`src/rtl/bsg_irq_to_axil_pkg.sv`:
```
// Shared types and constants for the interrupt-to-AXI-Lite notifier.
package bsg_irq_to_axil_pkg;

    typedef enum logic [1:0] {
        e_idle = 2'd0,
        e_send = 2'd1,
        e_resp = 2'd2
    } state_e;

    localparam logic [1:0] OKAY   = 2'b00;
    localparam logic [1:0] EXOKAY = 2'b01;
    localparam logic [1:0] SLVERR = 2'b10;
    localparam logic [1:0] DECERR = 2'b11;

    // Index width that stays at least one bit for single-entry vectors.
    function automatic int unsigned safe_clog2(input int unsigned n);
        return (n > 1) ? $clog2(n) : 1;
    endfunction

endpackage

```
`src/rtl/bsg_irq_to_axil_notifier_if.sv`:
```
// AXI4-Lite bundle used by the notifier; master drives AW/W/B-ready and the tied-off read side.
interface bsg_irq_to_axil_notifier_if #(
    parameter int unsigned axil_addr_width_p = 32,
    parameter int unsigned axil_data_width_p = 32
);
    logic [axil_addr_width_p-1:0]   awaddr;
    logic [2:0]                     awprot;
    logic                           awvalid;
    logic                           awready;
    logic [axil_data_width_p-1:0]   wdata;
    logic [axil_data_width_p/8-1:0] wstrb;
    logic                           wvalid;
    logic                           wready;
    logic [1:0]                     bresp;
    logic                           bvalid;
    logic                           bready;
    logic [axil_addr_width_p-1:0]   araddr;
    logic [2:0]                     arprot;
    logic                           arvalid;
    logic                           arready;
    logic [axil_data_width_p-1:0]   rdata;
    logic [1:0]                     rresp;
    logic                           rvalid;
    logic                           rready;

    modport master (
        output awaddr, awprot, awvalid, input awready,
        output wdata, wstrb, wvalid, input wready,
        input bresp, bvalid, output bready,
        output araddr, arprot, arvalid, input arready,
        input rdata, rresp, rvalid, output rready
    );

    modport slave (
        input awaddr, awprot, awvalid, output awready,
        input wdata, wstrb, wvalid, output wready,
        output bresp, bvalid, input bready,
        input araddr, arprot, arvalid, output arready,
        output rdata, rresp, rvalid, input rready
    );

endinterface

```
`src/rtl/bsg_irq_pending_tracker.sv`:
```
// One interrupt source: input register, edge/level detect, re-arm holdoff and sticky pending bit.
module bsg_irq_pending_tracker
    import bsg_irq_to_axil_pkg::*;
#(
    parameter bit          edge_p           = 1'b1,
    parameter int unsigned holdoff_cycles_p = 16
) (
    input  logic clk_i,
    input  logic reset_n_i,
    input  logic irq_i,
    input  logic en_i,
    input  logic in_flight_i,
    input  logic clr_i,
    input  logic load_holdoff_i,
    output logic pending_o
);
    localparam int unsigned hold_w_lp = safe_clog2(holdoff_cycles_p + 1);

    logic                 irq_q, irq_prev_q;
    logic                 pending_q, pending_d;
    logic                 set;
    logic [hold_w_lp-1:0] holdoff_q, holdoff_d;

    always_comb begin
        if (edge_p) set = en_i & irq_q & ~irq_prev_q;
        else        set = en_i & irq_q & ~in_flight_i & (holdoff_q == '0);
        // A new event on the acknowledge cycle must survive the clear.
        pending_d = en_i & ((pending_q & ~clr_i) | set);
        if (load_holdoff_i)         holdoff_d = hold_w_lp'(holdoff_cycles_p);
        else if (holdoff_q != '0)   holdoff_d = holdoff_q - 1'b1;
        else                        holdoff_d = holdoff_q;
    end

    always_ff @(posedge clk_i or negedge reset_n_i) begin
        if (!reset_n_i) begin
            irq_q      <= 1'b0;
            irq_prev_q <= 1'b0;
            pending_q  <= 1'b0;
            holdoff_q  <= '0;
        end else begin
            irq_q      <= irq_i;
            irq_prev_q <= irq_q;
            pending_q  <= pending_d;
            holdoff_q  <= holdoff_d;
        end
    end

    assign pending_o = pending_q;

endmodule

```
`src/rtl/bsg_irq_to_axil_notifier.sv`:
```
// Interrupt lines to AXI4-Lite doorbell writes with round-robin service and bounded retry.
// Optional BSG_IRQ_TO_AXIL_SEQ_EN places a 16-bit completion sequence number in wdata[31:16].
module bsg_irq_to_axil_notifier
    import bsg_irq_to_axil_pkg::*;
#(
    parameter int unsigned axil_data_width_p = 32,
    parameter int unsigned axil_addr_width_p = 32,
    parameter int unsigned irq_sources_p     = 8,
    parameter logic [axil_addr_width_p-1:0] irq_base_addr_p = '0,
    parameter int unsigned irq_stride_p      = 4,
    parameter logic [irq_sources_p-1:0] edge_mask_p = '1,
    parameter int unsigned holdoff_cycles_p  = 16,
    parameter int unsigned max_retries_p     = 3
) (
    input  logic                                    clk_i,
    input  logic                                    reset_n_i,
    input  logic [irq_sources_p-1:0]                irq_i,
    input  logic [irq_sources_p-1:0]                irq_en_i,
    output logic [irq_sources_p-1:0]                pending_o,
    output logic                                    busy_o,
    output logic                                    err_v_o,
    output logic [safe_clog2(irq_sources_p)-1:0]    err_id_o,
    bsg_irq_to_axil_notifier_if.master              m_axil
);
    localparam int unsigned id_w_lp    = safe_clog2(irq_sources_p);
    localparam int unsigned retry_w_lp = safe_clog2(max_retries_p + 1);

    state_e                         state_q;
    logic [id_w_lp-1:0]             id_q, last_q, pick_id;
    logic [retry_w_lp-1:0]          retry_q;
    logic                           awvalid_q, wvalid_q, bready_q, err_v_q;
    logic [id_w_lp-1:0]             err_id_q;
    logic [axil_addr_width_p-1:0]   awaddr_q, pick_addr;
    logic [axil_data_width_p-1:0]   wdata_q, pick_data;
    logic [irq_sources_p-1:0]       pending, clr_v, hold_v, inflight_v;
    logic                           pick_v, busy, b_hs, resp_ok, retry_left;
    logic                           done_ok, done_drop, send_done;

    assign busy       = (state_q != e_idle);
    assign b_hs       = (state_q == e_resp) & bready_q & m_axil.bvalid;
    assign resp_ok    = (m_axil.bresp == OKAY) | (m_axil.bresp == EXOKAY);
    assign retry_left = (retry_q < retry_w_lp'(max_retries_p));
    assign done_ok    = b_hs & resp_ok;
    assign done_drop  = b_hs & ~resp_ok & ~retry_left;
    assign send_done  = (~awvalid_q | m_axil.awready) & (~wvalid_q | m_axil.wready);

`ifdef BSG_IRQ_TO_AXIL_SEQ_EN
    logic [15:0] seq_q;
    always_ff @(posedge clk_i or negedge reset_n_i) begin
        if (!reset_n_i)   seq_q <= '0;
        else if (done_ok) seq_q <= seq_q + 16'd1;
    end
`endif

    for (genvar i = 0; i < irq_sources_p; i++) begin : g_src
        assign inflight_v[i] = busy & (id_q == id_w_lp'(i));
        assign clr_v[i]      = (done_ok | done_drop) & (id_q == id_w_lp'(i));
        assign hold_v[i]     = done_ok & (id_q == id_w_lp'(i)) & ~edge_mask_p[i];

        bsg_irq_pending_tracker #(
            .edge_p           (edge_mask_p[i]),
            .holdoff_cycles_p (holdoff_cycles_p)
        ) u_trk (
            .clk_i          (clk_i),
            .reset_n_i      (reset_n_i),
            .irq_i          (irq_i[i]),
            .en_i           (irq_en_i[i]),
            .in_flight_i    (inflight_v[i]),
            .clr_i          (clr_v[i]),
            .load_holdoff_i (hold_v[i]),
            .pending_o      (pending[i])
        );
    end

    // Round-robin: first pending source strictly after the last one served.
    always_comb begin
        pick_v  = 1'b0;
        pick_id = '0;
        for (int k = 1; k <= int'(irq_sources_p); k++) begin
            if (!pick_v && pending[(int'(last_q) + k) % int'(irq_sources_p)]) begin
                pick_v  = 1'b1;
                pick_id = id_w_lp'((int'(last_q) + k) % int'(irq_sources_p));
            end
        end
        pick_addr = irq_base_addr_p
                  + axil_addr_width_p'(pick_id) * axil_addr_width_p'(irq_stride_p);
        pick_data = '0;
        pick_data[id_w_lp-1:0] = pick_id;
`ifdef BSG_IRQ_TO_AXIL_SEQ_EN
        pick_data[31:16] = seq_q;
`endif
    end

    always_ff @(posedge clk_i or negedge reset_n_i) begin
        if (!reset_n_i) begin
            state_q   <= e_idle;
            id_q      <= '0;
            last_q    <= id_w_lp'(irq_sources_p - 1);
            retry_q   <= '0;
            awvalid_q <= 1'b0;
            wvalid_q  <= 1'b0;
            bready_q  <= 1'b0;
            awaddr_q  <= '0;
            wdata_q   <= '0;
            err_v_q   <= 1'b0;
            err_id_q  <= '0;
        end else begin
            err_v_q <= 1'b0;
            case (state_q)
                e_idle: begin
                    if (pick_v) begin
                        id_q      <= pick_id;
                        awaddr_q  <= pick_addr;
                        wdata_q   <= pick_data;
                        retry_q   <= '0;
                        awvalid_q <= 1'b1;
                        wvalid_q  <= 1'b1;
                        state_q   <= e_send;
                    end
                end
                e_send: begin
                    if (awvalid_q && m_axil.awready) awvalid_q <= 1'b0;
                    if (wvalid_q && m_axil.wready)   wvalid_q  <= 1'b0;
                    if (send_done) begin
                        bready_q <= 1'b1;
                        state_q  <= e_resp;
                    end
                end
                e_resp: begin
                    if (b_hs) begin
                        bready_q <= 1'b0;
                        if (resp_ok) begin
                            last_q  <= id_q;
                            state_q <= e_idle;
                        end else if (retry_left) begin
                            // Resend the latched beat unchanged, including its sequence number.
                            retry_q   <= retry_q + 1'b1;
                            awvalid_q <= 1'b1;
                            wvalid_q  <= 1'b1;
                            state_q   <= e_send;
                        end else begin
                            last_q   <= id_q;
                            err_v_q  <= 1'b1;
                            err_id_q <= id_q;
                            state_q  <= e_idle;
                        end
                    end
                end
                default: state_q <= e_idle;
            endcase
        end
    end

    assign pending_o      = pending;
    assign busy_o         = busy;
    assign err_v_o        = err_v_q;
    assign err_id_o       = err_id_q;
    assign m_axil.awaddr  = awaddr_q;
    assign m_axil.awprot  = 3'b000;
    assign m_axil.awvalid = awvalid_q;
    assign m_axil.wdata   = wdata_q;
    assign m_axil.wstrb   = '1;
    assign m_axil.wvalid  = wvalid_q;
    assign m_axil.bready  = bready_q;
    assign m_axil.araddr  = '0;
    assign m_axil.arprot  = 3'b000;
    assign m_axil.arvalid = 1'b0;
    assign m_axil.rready  = 1'b1;

    logic unused_rd;
    assign unused_rd = ^{m_axil.arready, m_axil.rvalid, m_axil.rresp, m_axil.rdata};

endmodule

```
`src/flat_wrapper.sv`:
```
// flat-port wrapper written by rule: the top's interface ports become plain ports
module bsg_irq_to_axil_notifier_flat import bsg_irq_to_axil_pkg::*;
#(
    parameter int unsigned axil_data_width_p = 32,
    parameter int unsigned axil_addr_width_p = 32,
    parameter int unsigned irq_sources_p     = 8,
    parameter logic [axil_addr_width_p-1:0] irq_base_addr_p = '0,
    parameter int unsigned irq_stride_p      = 4,
    parameter logic [irq_sources_p-1:0] edge_mask_p = '1,
    parameter int unsigned holdoff_cycles_p  = 16,
    parameter int unsigned max_retries_p     = 3
)
  (clk_i, reset_n_i, irq_i, irq_en_i, pending_o, busy_o, err_v_o, err_id_o, m_axil_awaddr, m_axil_awprot, m_axil_awvalid, m_axil_awready, m_axil_wdata, m_axil_wstrb, m_axil_wvalid, m_axil_wready, m_axil_bresp, m_axil_bvalid, m_axil_bready, m_axil_araddr, m_axil_arprot, m_axil_arvalid, m_axil_arready, m_axil_rdata, m_axil_rresp, m_axil_rvalid, m_axil_rready);
  bsg_irq_to_axil_notifier_if #(.axil_addr_width_p(axil_addr_width_p), .axil_data_width_p(axil_data_width_p)) m_axil_i ();
  input  logic clk_i;
  input  logic reset_n_i;
  input  logic [irq_sources_p-1:0] irq_i;
  input  logic [irq_sources_p-1:0] irq_en_i;
  output logic [irq_sources_p-1:0] pending_o;
  output logic busy_o;
  output logic err_v_o;
  output logic [safe_clog2(irq_sources_p)-1:0] err_id_o;
  output wire logic [$bits(m_axil_i.awaddr)-1:0] m_axil_awaddr;
  output wire logic [$bits(m_axil_i.awprot)-1:0] m_axil_awprot;
  output wire logic [$bits(m_axil_i.awvalid)-1:0] m_axil_awvalid;
  input wire logic [$bits(m_axil_i.awready)-1:0] m_axil_awready;
  output wire logic [$bits(m_axil_i.wdata)-1:0] m_axil_wdata;
  output wire logic [$bits(m_axil_i.wstrb)-1:0] m_axil_wstrb;
  output wire logic [$bits(m_axil_i.wvalid)-1:0] m_axil_wvalid;
  input wire logic [$bits(m_axil_i.wready)-1:0] m_axil_wready;
  input wire logic [$bits(m_axil_i.bresp)-1:0] m_axil_bresp;
  input wire logic [$bits(m_axil_i.bvalid)-1:0] m_axil_bvalid;
  output wire logic [$bits(m_axil_i.bready)-1:0] m_axil_bready;
  output wire logic [$bits(m_axil_i.araddr)-1:0] m_axil_araddr;
  output wire logic [$bits(m_axil_i.arprot)-1:0] m_axil_arprot;
  output wire logic [$bits(m_axil_i.arvalid)-1:0] m_axil_arvalid;
  input wire logic [$bits(m_axil_i.arready)-1:0] m_axil_arready;
  input wire logic [$bits(m_axil_i.rdata)-1:0] m_axil_rdata;
  input wire logic [$bits(m_axil_i.rresp)-1:0] m_axil_rresp;
  input wire logic [$bits(m_axil_i.rvalid)-1:0] m_axil_rvalid;
  output wire logic [$bits(m_axil_i.rready)-1:0] m_axil_rready;
  assign m_axil_awaddr = m_axil_i.awaddr;
  assign m_axil_awprot = m_axil_i.awprot;
  assign m_axil_awvalid = m_axil_i.awvalid;
  assign m_axil_i.awready = m_axil_awready;
  assign m_axil_wdata = m_axil_i.wdata;
  assign m_axil_wstrb = m_axil_i.wstrb;
  assign m_axil_wvalid = m_axil_i.wvalid;
  assign m_axil_i.wready = m_axil_wready;
  assign m_axil_i.bresp = m_axil_bresp;
  assign m_axil_i.bvalid = m_axil_bvalid;
  assign m_axil_bready = m_axil_i.bready;
  assign m_axil_araddr = m_axil_i.araddr;
  assign m_axil_arprot = m_axil_i.arprot;
  assign m_axil_arvalid = m_axil_i.arvalid;
  assign m_axil_i.arready = m_axil_arready;
  assign m_axil_i.rdata = m_axil_rdata;
  assign m_axil_i.rresp = m_axil_rresp;
  assign m_axil_i.rvalid = m_axil_rvalid;
  assign m_axil_rready = m_axil_i.rready;
  bsg_irq_to_axil_notifier #(.axil_data_width_p(axil_data_width_p), .axil_addr_width_p(axil_addr_width_p), .irq_sources_p(irq_sources_p), .irq_base_addr_p(irq_base_addr_p), .irq_stride_p(irq_stride_p), .edge_mask_p(edge_mask_p), .holdoff_cycles_p(holdoff_cycles_p), .max_retries_p(max_retries_p)) u_core (.clk_i(clk_i), .reset_n_i(reset_n_i), .irq_i(irq_i), .irq_en_i(irq_en_i), .pending_o(pending_o), .busy_o(busy_o), .err_v_o(err_v_o), .err_id_o(err_id_o), .m_axil(m_axil_i));
endmodule
```
`config.mk`:
```
export PLATFORM = sky130hd
export DESIGN_NAME = bsg_irq_to_axil_notifier_flat
export DESIGN_NICKNAME = d
export VERILOG_FILES = /design/src/rtl/bsg_irq_to_axil_pkg.sv /design/src/rtl/bsg_irq_to_axil_notifier_if.sv /design/src/rtl/bsg_irq_pending_tracker.sv /design/src/rtl/bsg_irq_to_axil_notifier.sv /design/src/flat_wrapper.sv
export SDC_FILE = /design/constraint.sdc
export NUM_CORES = 1
export LEC_CHECK = 0
export CAP_MARGIN = 40
export CORE_MARGIN = 2
export CORE_UTILIZATION = 36
export DETAILED_ROUTE_END_ITERATION = 7
export PLACE_DENSITY = 0.79
export SKIP_LAST_GASP = 1
export SLEW_MARGIN = 20
export SYNTH_ARGS = -nofsm -noshare
export SYNTH_HDL_FRONTEND = slang
export SYNTH_SLANG_ARGS = --single-unit
```
`constraint.sdc`:
```
create_clock -name clk_i -period 3.4 [get_ports clk_i]
set_input_delay 1.02 -clock clk_i [delete_from_list [all_inputs] [get_ports clk_i]]
set_output_delay 1.02 -clock clk_i [all_outputs]
set_load 0.005 [all_outputs]
```
* After elaboration in Yosys (flattened, before gate mapping)
Index checks and enable logic that the tools add are counted.
W data, S select, Z words.
** Operators by class
- Add/sub/neg operators :: 9
- Multiply operators :: 0
- Div/mod/pow operators :: 0
- Magnitude comparators :: 9
- Equal/unequal tests :: 18
- Shift operators :: 0
- Muxes and demuxes :: 68
- Bitwise gates (word level) :: 86
- Reduce and logical (&&, ||, !) cells :: 39
** Operator list (count)
- $and A1 B1 Y1 :: 46
- $lt A4 B5 Y1 const B :: 8
- $mux W1 :: 37
- $mux W3 :: 10
- $bmux W1 S3 :: 8
- $reduce_or A3 Y1 :: 8
- $not A1 Y1 :: 20
- $mux W2 :: 8
- $ne A2 B1 Y1 const B :: 7
- $add A3 B3 Y3 const B :: 4
- $eq A3 B3 Y1 const B :: 4
- $or A1 B1 Y1 :: 12
- $reduce_and A6 Y1 :: 2
- $logic_and A1 B1 Y1 :: 9
- $reduce_and A3 Y1 :: 3
- $and A1 B1 Y1 const A :: 8
- $logic_not A1 Y1 :: 7
- $add A3 B1 Y3 const B :: 2
- $add A3 B2 Y3 const B :: 2
- $eq A3 B2 Y1 const B :: 2
- $pmux W1 S3 :: 2
- $pmux W2 S3 :: 1
- $reduce_bool A2 Y1 :: 3
- $reduce_and A5 Y1 :: 1
- 13 further kinds :: 15
** Storage, ports and cells
- Flip-flop bits (word level) :: 41
- Bits in latches :: 0
- Bits in writable memories :: 0
- Memory bits (read-only) :: 0
- Input port bits :: 59
- Output and inout bits :: 124
- Logic and storage cells :: 262
- Memories kept :: 0

* Depth between registers and ports, before layout
Gate-level depths: netlist of run 1.
- Word-level depth :: 30
- Depth in mapped cells :: 10
- Mapped depth without buffers :: 8

* Cells and area by module
Synthesis of run 1 repeated with hierarchy kept, for this count alone.
** Unflattened totals
- Cell total of the unflattened synthesis :: 341
- Area total of the unflattened synthesis :: 3273.1 µm²
** By module, submodules not included
- bsg_irq_to_axil_notifier :: instances 1, cells an instance 293, area each 2482.4 µm², seq. area each 429.2 µm²
- bsg_irq_pending_tracker :: instances 8, cells an instance 6, area each 98.8 µm², seq. area each 75.1 µm²

* Worst setup path after synthesis of run 1
Ideal clock, no wire load.
- Kind :: reg2reg
- Start point :: register u_core.last_q[1]
- End point :: register u_core.state_q[0]
- Setup time :: 0.125 ns
- Arrival :: 3.165 ns
- Required time :: 3.275 ns
- Path slack :: 0.110 ns
- Cell stages (with the launch flop) :: 11
- Buffers on the path :: 2
- Period minus slack after synthesis :: 3.290 ns
- Path through :: dfstp_2 > buf_2 > inv_1 > ha_1 > buf_2 > mux4_2 > mux2i_2 > nand4_4 > nor4_4 > nand3b_4 > mux2_4
** On the way
- Cells in the longest elaborated chain, start to end :: 28
- Elaborated cells on any way between the ends :: 56
- Those cells by class :: 8 x add/sub; 1 x eq/ne; 32 x mux; 15 x reduce/logical
** RTL lines
- from (decl) :: line bsg_irq_to_axil_notifier.sv:29 : logic [id_w_lp-1:0] id_q, last_q, pick_id;
- from (signal assigned) :: line bsg_irq_to_axil_notifier.sv:98 : last_q <= id_w_lp'(irq_sources_p - 1);
- from (signal assigned) :: line bsg_irq_to_axil_notifier.sv:133 : last_q <= id_q;
- from (signal assigned) :: line bsg_irq_to_axil_notifier.sv:142 : last_q <= id_q;
- $add A3 B1 Y3 :: line bsg_irq_to_axil_notifier.sv:80 : if (!pick_v && pending[(int'(last_q) + k) % int'(irq_sources_p)]) begin
- $bmux W1 S3 :: line bsg_irq_to_axil_notifier.sv:80
- $mux W1 (implied by the code) (2 in a row) :: line bsg_irq_to_axil_notifier.sv:80
- $mux W1 :: line bsg_irq_to_axil_notifier.sv:80
- $logic_not A1 Y1 :: line bsg_irq_to_axil_notifier.sv:80
- $logic_and A1 B1 Y1 :: line bsg_irq_to_axil_notifier.sv:80
- $mux W1 :: line bsg_irq_to_axil_notifier.sv:80
- $logic_not A1 Y1 :: line bsg_irq_to_axil_notifier.sv:80
- (+11 left out)
- $logic_not A1 Y1 :: line bsg_irq_to_axil_notifier.sv:80
- $logic_and A1 B1 Y1 :: line bsg_irq_to_axil_notifier.sv:80
- $mux W1 :: line bsg_irq_to_axil_notifier.sv:80
- $logic_not A1 Y1 :: line bsg_irq_to_axil_notifier.sv:80
- $logic_and A1 B1 Y1 :: line bsg_irq_to_axil_notifier.sv:80
- $mux W1 * :: line bsg_irq_to_axil_notifier.sv:80
- $ne A2 B1 Y1 (no source line) *
- $reduce_and A3 Y1 (no source line) *
- to (signal assigned) :: line bsg_irq_to_axil_notifier.sv:96 : state_q <= e_idle;
- to (signal assigned) :: line bsg_irq_to_axil_notifier.sv:118 : state_q <= e_send;
- to (signal assigned) :: line bsg_irq_to_axil_notifier.sv:126 : state_q <= e_resp;
- to (decl) :: line bsg_irq_to_axil_notifier.sv:28 : state_e state_q;
Mark *: on every way between the ends. The rest lies on a longest branch, timed or not. The select of a mux whose other input is x is not followed.
A chain may end at the register's enable or synchronous reset.

* Worst setup path in the final report of run 1
- Start point :: register u_core.last_q[0]
- End point :: register u_core.state_q[0]
The elaborated chain is that of the path after synthesis.

==> results of run 1 <==
[power groups by stage]
stage / Sequential (mW) / Clock [mW] / Combinational, mW
floorplan: 0.683 / 0 / 1.34
global placement: 0.718 / 0 / 1.57
detailed placement: 0.724 / 0 / 1.63
CTS: 0.720 / 0.402 / 1.64
global route: 0.733 / 0.422 / 1.82
finish: 0.719 / 0.396 / 1.65
[sequential cells by signal, summed over array words and instances, names as in the netlist]
register and flops:
u_core.err_id_o 3, u_core.err_v_o 1, u_core.g_src.u_trk.irq_prev_q 8, u_core.g_src.u_trk.irq_q 8, u_core.g_src.u_trk.pending_o 8, u_core.id_q 3
u_core.last_q 3, u_core.m_axil.awvalid 1, u_core.m_axil.bready 1, u_core.m_axil.wvalid 1, u_core.retry_q 2, u_core.state_q 2
[kinds of logic (layout without fill, tap and decap cells)]
group	after synthesis	count (layout)	share of synthesized area, %
DFF	41	41	31.6
buffers and inverters	131	69	28.4
and+or+nand+nor	66	66	12.1
other	2	102	0.230
muxes	23	23	12.3
adders and majority gates	7	7	2.69
xor gates and xnor gates	3	3	0.806
AOI/OAI and AO/OA	57	57	11.9
[per-layer routing]
| metal | routed length, um | vias up | track usage, % |
|---|---|---|---|
| met2 | 2830 | 122 | 20.1 |
| li1 | - | 1002 | - |
| met5 | 0 | - | 0 |
| met4 | 46 | 0 | 3.37 |
| met1 | 2260 | 1037 | 13.5 |
| met3 | 510 | 5 | 3.02 |
[worst paths after layout]
path | slack (ns) | to
min reg2reg | 0.38 | u_core.g_src[2].u_trk.irq_prev_q
max in group asynchronous | 2.31 | u_core.last_q[0]
max reg2reg | 0.18 | u_core.state_q[0]
max | 0.18 | u_core.state_q[0]
min in group asynchronous | 0.58 | u_core.m_axil.wvalid
min | 0.38 | u_core.g_src[2].u_trk.irq_prev_q
[synthesized netlist by cell type, drive strengths merged (2+ instances only)]
cell type / instances / area [sq um]
a211oi: 2 / 15.0
a21boi: 10 / 75.1
a21oi: 4 / 20.0
a221oi: 3 / 26.3
a31oi: 2 / 12.5
buf: 117 / 875
clkbuf: 2 / 7.51
conb: 2 / 7.51
dfrtp: 38 / 951
dfstp: 3 / 78.8
ha: 7 / 87.6
inv: 12 / 45.0
mux2: 7 / 86.3
mux2i: 6 / 71.3
mux4: 10 / 244
nand2: 23 / 86.3
nand2b: 16 / 108
nand3: 5 / 25.0
nand3b: 2 / 27.5
nand4: 2 / 27.5
nor2: 6 / 22.5
nor3: 2 / 10.0
o211ai: 3 / 22.5
o21ai: 18 / 90.1
o221ai: 3 / 26.3
o31ai: 4 / 30.0
or2: 2 / 12.5
or3: 3 / 20.0
xor2: 2 / 17.5
[per-stage QoR]
| step | setup WS, ns | cell area, sq um |
|---|---|---|
| 2_1_floorplan | 0.110 | 3630 |
| 3_3_place_gp | 0.271 | 3350 |
| 3_5_place_dp | 0.204 | 3370 |
| 4_1_cts | 0.182 | 3490 |
| 5_1_grt | 0.0403 | 3490 |
| 6_report | 0.185 | 3490 |
[worst max-delay path, cell delays in order, from the launching register on]
cell and delay [ns]:
dfstp_2 0.53, inv_1 0.08, ha_1 0.50, mux4_2 0.62
mux2i_2 0.30, nand4_4 0.21, nor4_4 0.36, nand3b_4 0.21
mux2_4 0.30
[layout make-up]
class | count | area, sq um
fillers | 839 | 5280
multi-input cells | 258 | 1680
flip-flops and latches | 41 | 1030
repair buffers | 49 | 483
well taps | 108 | 135
clock buffers | 7 | 86.3
inverters | 12 | 45.0
clock inverters | 1 | 30.0
[timing repair]
item | CTS | global route
endpoints found under the hold margin | 0 | 0
resized for setup | 0 | 1
endpoints found under the setup margin | 0 | 1
hold buffers | 0 | 0
==> out/metrics.cfg, run 1 <==
[worst_setup_path]
worstPathRequired_ns = 3.57
worstPathArrival_ns = 3.38
crit_path_start = u_core.last_q[0]
r2r-start = u_core.last_q[0]
critPathLaunchType = flip-flop
crit_fanout = 8
worst_r2r_path_depth = 8
path_class = flip-flop to flip-flop
worstSetupEndpointType = flip-flop

[global_route]
grt_max_degree = 34
grt_util_all_layers_pct = 11.3
antenna_found_initial = 0
grt_pass1_wl_mm = 9.36
grt_pass1_vias = 2054
grt-ovfl-total = 0

[power_and_ir_drop]
ir_drop_mv = 0.531
cellPowerDensity_nw_per_um2 = 793
swShare_pct = 41.4
power_frac_comb_pct = 59.7
p_sw_mw = 1.14
clkPwrFrac_pct = 14.3
power_mw = 2.76
p_seq_share_pct = 26.0
internal_power_mw = 1.62
leakagePower_nw = 1.61

[clock_tree]
cts.clk_slew.worst_paths_ns = 0.08
clockBufferDepth = 2
root_buffer = clkbuf_8
htree_levels = 2
cts_setup_buffers = 0
cts_tree = yes
cts_buffers = 5
clock_sinks = 41
clock_latency_ns = 0.28

[min_path]
hold_class = flip-flop to flip-flop
hold_start = u_core.g_src[2].u_trk.irq_q
holdPathStages = 0

[logic_synthesis]
ys_warn_count = 0
synthCells = 330
syn_area_sq_um = 3260
async_flop_share_pct = 100
synth_cell_type_count = 52
synth.ff_latch_count = 41
seq_area_frac_synth_pct = 31.6
synth-main-ff-cell = dfrtp_1
syn_area_per_cell_sq_um = 9.88
synth-edff-count = 0

[sta]
period_minus_slack_ns = 3.22
setup_viol = 0
slew_viol_final = 0
period_share_pct = 94.6
clock_skew_ns = 0.00771
setup_tns_ns = 0
rsz0062_at_grt = false
timing.fmax_ghz = 0.311
whs_ns = 0.383
hold_viol_final = 0

[cells_and_area]
layout_commonest_cell = conb_1
diodes = 0
nNetsFinal = 433
final-instance-count-excl-fill = 476
area_growth_pct = 6.99
final_layout_size_suffix_gt1_share_pct = 11.1
postLayoutCoreUtil_pct = 39.8
final_cell_mix = conb_1, clkdlybuf4s50_1, dfrtp_1

[die]
die_y_um = 99.2
rows = 34
coreArea_sq_um = 8760
io-pin-count = 183
dieArea_sq_um = 9830
initial_core_util_pct = 37.2
die_w_um = 99.2

[status]
outcome = finished clean

[detailed_routing]
drt-pass1-iter-count = 4
wire_per_inst_um = 11.9
vias_per_cell = 4.55
drt_iter0_drc = 95
drc = 0
drtAntennaViolNets = 0
totalWireLength_mm = 5.65
vias = 2166

[place]
dp.cells = 468
dpl.hpwl_mm = 4.44
place_congestion = 0.854
io_buffers = 43

[flow_run]
drv_cap = 0

Note: power is estimated with default switching activity, not from simulation.
==> run 2: changes to the inputs <==
CORE_MARGIN = 5   (was 2)
==> run 2 against run 1 <==
Against the previous run:
- utilization about the same
- global-route usage decreased by 0.42 points
- sequential share of layout area is essentially flat
- worst setup slack better by 0.018 ns
- hold slack lost 0.0088 ns
- critical endpoint unchanged
- largest cell class unchanged
==> out/metrics.cfg, run 2 (synthesis results as in run 1) <==
[sta]
period_minus_slack_ns = 3.20  ; -0.0182 ns
setup_tns_ns = 0  ; unchanged
period_share_pct = 94.0  ; -0.54 points
slew_viol_final = 0  ; unchanged
hold_viol_final = 0  ; unchanged
timing.fmax_ghz = 0.313  ; +0.57%
rsz0062_at_grt = false
setup_viol = 0  ; unchanged
worst_slack_ns = 0.203  ; +0.0182 ns
clock_skew_ns = 0.0126  ; +0.00488 ns

[detailed_routing]
drt_iter0_drc = 153  ; +61%
wire_per_inst_um = 13.2  ; +11%
drtAntennaViolNets = 0  ; unchanged
vias_per_cell = 4.54  ; -0.21%
totalWireLength_mm = 6.31  ; +12%
drc = 0  ; unchanged
vias = 2166  ; unchanged
drt-pass1-iter-count = 4  ; unchanged

[cells_and_area]
final_layout_size_suffix_gt1_share_pct = 11.4  ; +0.24 points
final_cell_mix = conb_1, clkdlybuf4s50_1, dfrtp_1
postLayoutCoreUtil_pct = 39.8  ; about the same
nNetsFinal = 434  ; +0.23%
area_growth_pct = 7.06  ; about the same
final-instance-count-excl-fill = 477  ; +0.21%
fin_area_sq_um = 3490  ; about the same
layout_commonest_cell = conb_1
diodes = 0  ; unchanged

[global_route]
grt_pass1_wl_mm = 10.1  ; +7.9%
grt_pass1_vias = 2135  ; +3.9%
antenna_found_initial = 0  ; unchanged
grt_max_degree = 35  ; +2.9%
grt_util_all_layers_pct = 10.9  ; -0.42 points
grt-ovfl-total = 0  ; unchanged

[place]
dp.cells = 469  ; +0.21%
post-place-ws_ns = 0.200  ; -0.00424 ns
io_buffers = 43  ; unchanged
place_congestion = 0.872  ; +2.2%
placed_cell_area_sq_um = 3380  ; +0.22%
dpl.hpwl_mm = 4.91  ; +11%

[die]
initial_core_util_pct = 37.2  ; unchanged
die_w_um = 105  ; +6.1%
rows = 34  ; unchanged
dieArea_sq_um = 11100  ; +12%
coreArea_sq_um = 8760  ; unchanged
io-pin-count = 183  ; unchanged
die_y_um = 105  ; +6.1%

[clock_tree]
htree_levels = 2  ; unchanged
cts_buffers = 5  ; unchanged
clock_sinks = 41  ; unchanged
clock_latency_ns = 0.30  ; +0.02 ns
cts_tree = yes
cts.clk_slew.worst_paths_ns = 0.09  ; about the same
clockBufferDepth = 2  ; unchanged
root_buffer = clkbuf_8
cts_setup_buffers = 0  ; unchanged

[worst_setup_path]
crit_fanout = 8  ; unchanged
path_class = flip-flop to flip-flop
worstPathRequired_ns = 3.58  ; about the same
critPathLaunchType = flip-flop
worstSetupEndpointType = flip-flop
worstPathArrival_ns = 3.37  ; about the same
regToRegSetupSlack_ns = 0.20  ; +0.02 ns

[min_path]
hold_class = flip-flop to flip-flop

[power_and_ir_drop]
leakagePower_nw = 1.61  ; about the same
cellPowerDensity_nw_per_um2 = 796  ; +0.44%
ir_drop_mv = 0.505  ; -4.9%

[status]
outcome = finished clean

[flow_run]
drv_cap = 0  ; unchanged

## run 2: cell types whose count changed in the layout (fill, tap and decap cells not counted), sizes merged
cell	previous run	this run
buf	7	8
clkbuf	7	6
clkinv	0	1
## run 2: stage by stage
stage	hold slack, ns	power, mW
2_1_floorplan	0.355	2.03
3_3_place_gp	0.360	2.33
3_5_place_dp	0.365	2.37
4_1_cts	0.384	2.78
5_1_grt	0.394	2.99
6_report	0.374	2.78
## run 2: power by group
group          leakage, nW  total [mW]  switching [mW]  internal [mW]
sequential           0.499       0.723           0.131          0.592
clock               0.0554       0.390           0.169          0.220
combinational         1.06        1.67           0.865          0.801
## run 2: final timing paths
check	startpoint	to	depth (start not counted)
setup / recovery	u_core.last_q[0]	u_core.state_q[0]	8
hold / removal	u_core.g_src[5].u_trk.irq_q	u_core.g_src[5].u_trk.irq_prev_q	0
setup reg to reg	u_core.last_q[0]	u_core.state_q[0]	8
hold reg to reg	u_core.g_src[5].u_trk.irq_q	u_core.g_src[5].u_trk.irq_prev_q	0
max in group asynchronous	reset_n_i	u_core.last_q[1]	2
min in group asynchronous	reset_n_i	u_core.m_axil.wvalid	1
## run 2: worst max-delay path, stage by stage, from the launching register on
cell and delay [ns]:
dfstp_2 0.54, inv_1 0.08, ha_1 0.50, mux4_2 0.62
mux2i_2 0.31, nand4_4 0.21, nor4_4 0.32, nand3b_4 0.19
mux2_4 0.29
## run 2: final cells by class
type                       count  area [sq um]
fill                         838          5270
inverter                      12          45.0
multi-input combinational    258          1680
tap                          108           135
sequential                    41          1030
timing repair buffer          50           490
clock buffer                   6          72.6
clock inverter                 2          38.8
## run 2: what timing repair did
action / 4_1_cts / 5_1_grt
resized for setup: 0 / 1
hold buffers: 0 / 0
setup endpoints to repair: 0 / 1
## run 2: routing by layer
metal  wire, um  vias to the layer above  share of wire [%]  global-route usage, %
met3        700                        9                 11                   2.77
met2       3060                      125                 49                   18.8
met5          0                        -                  0                      0
met1       2450                     1031                 39                   12.9
met4         97                        0                1.5                   4.66
li1           -                     1001                  -                      -
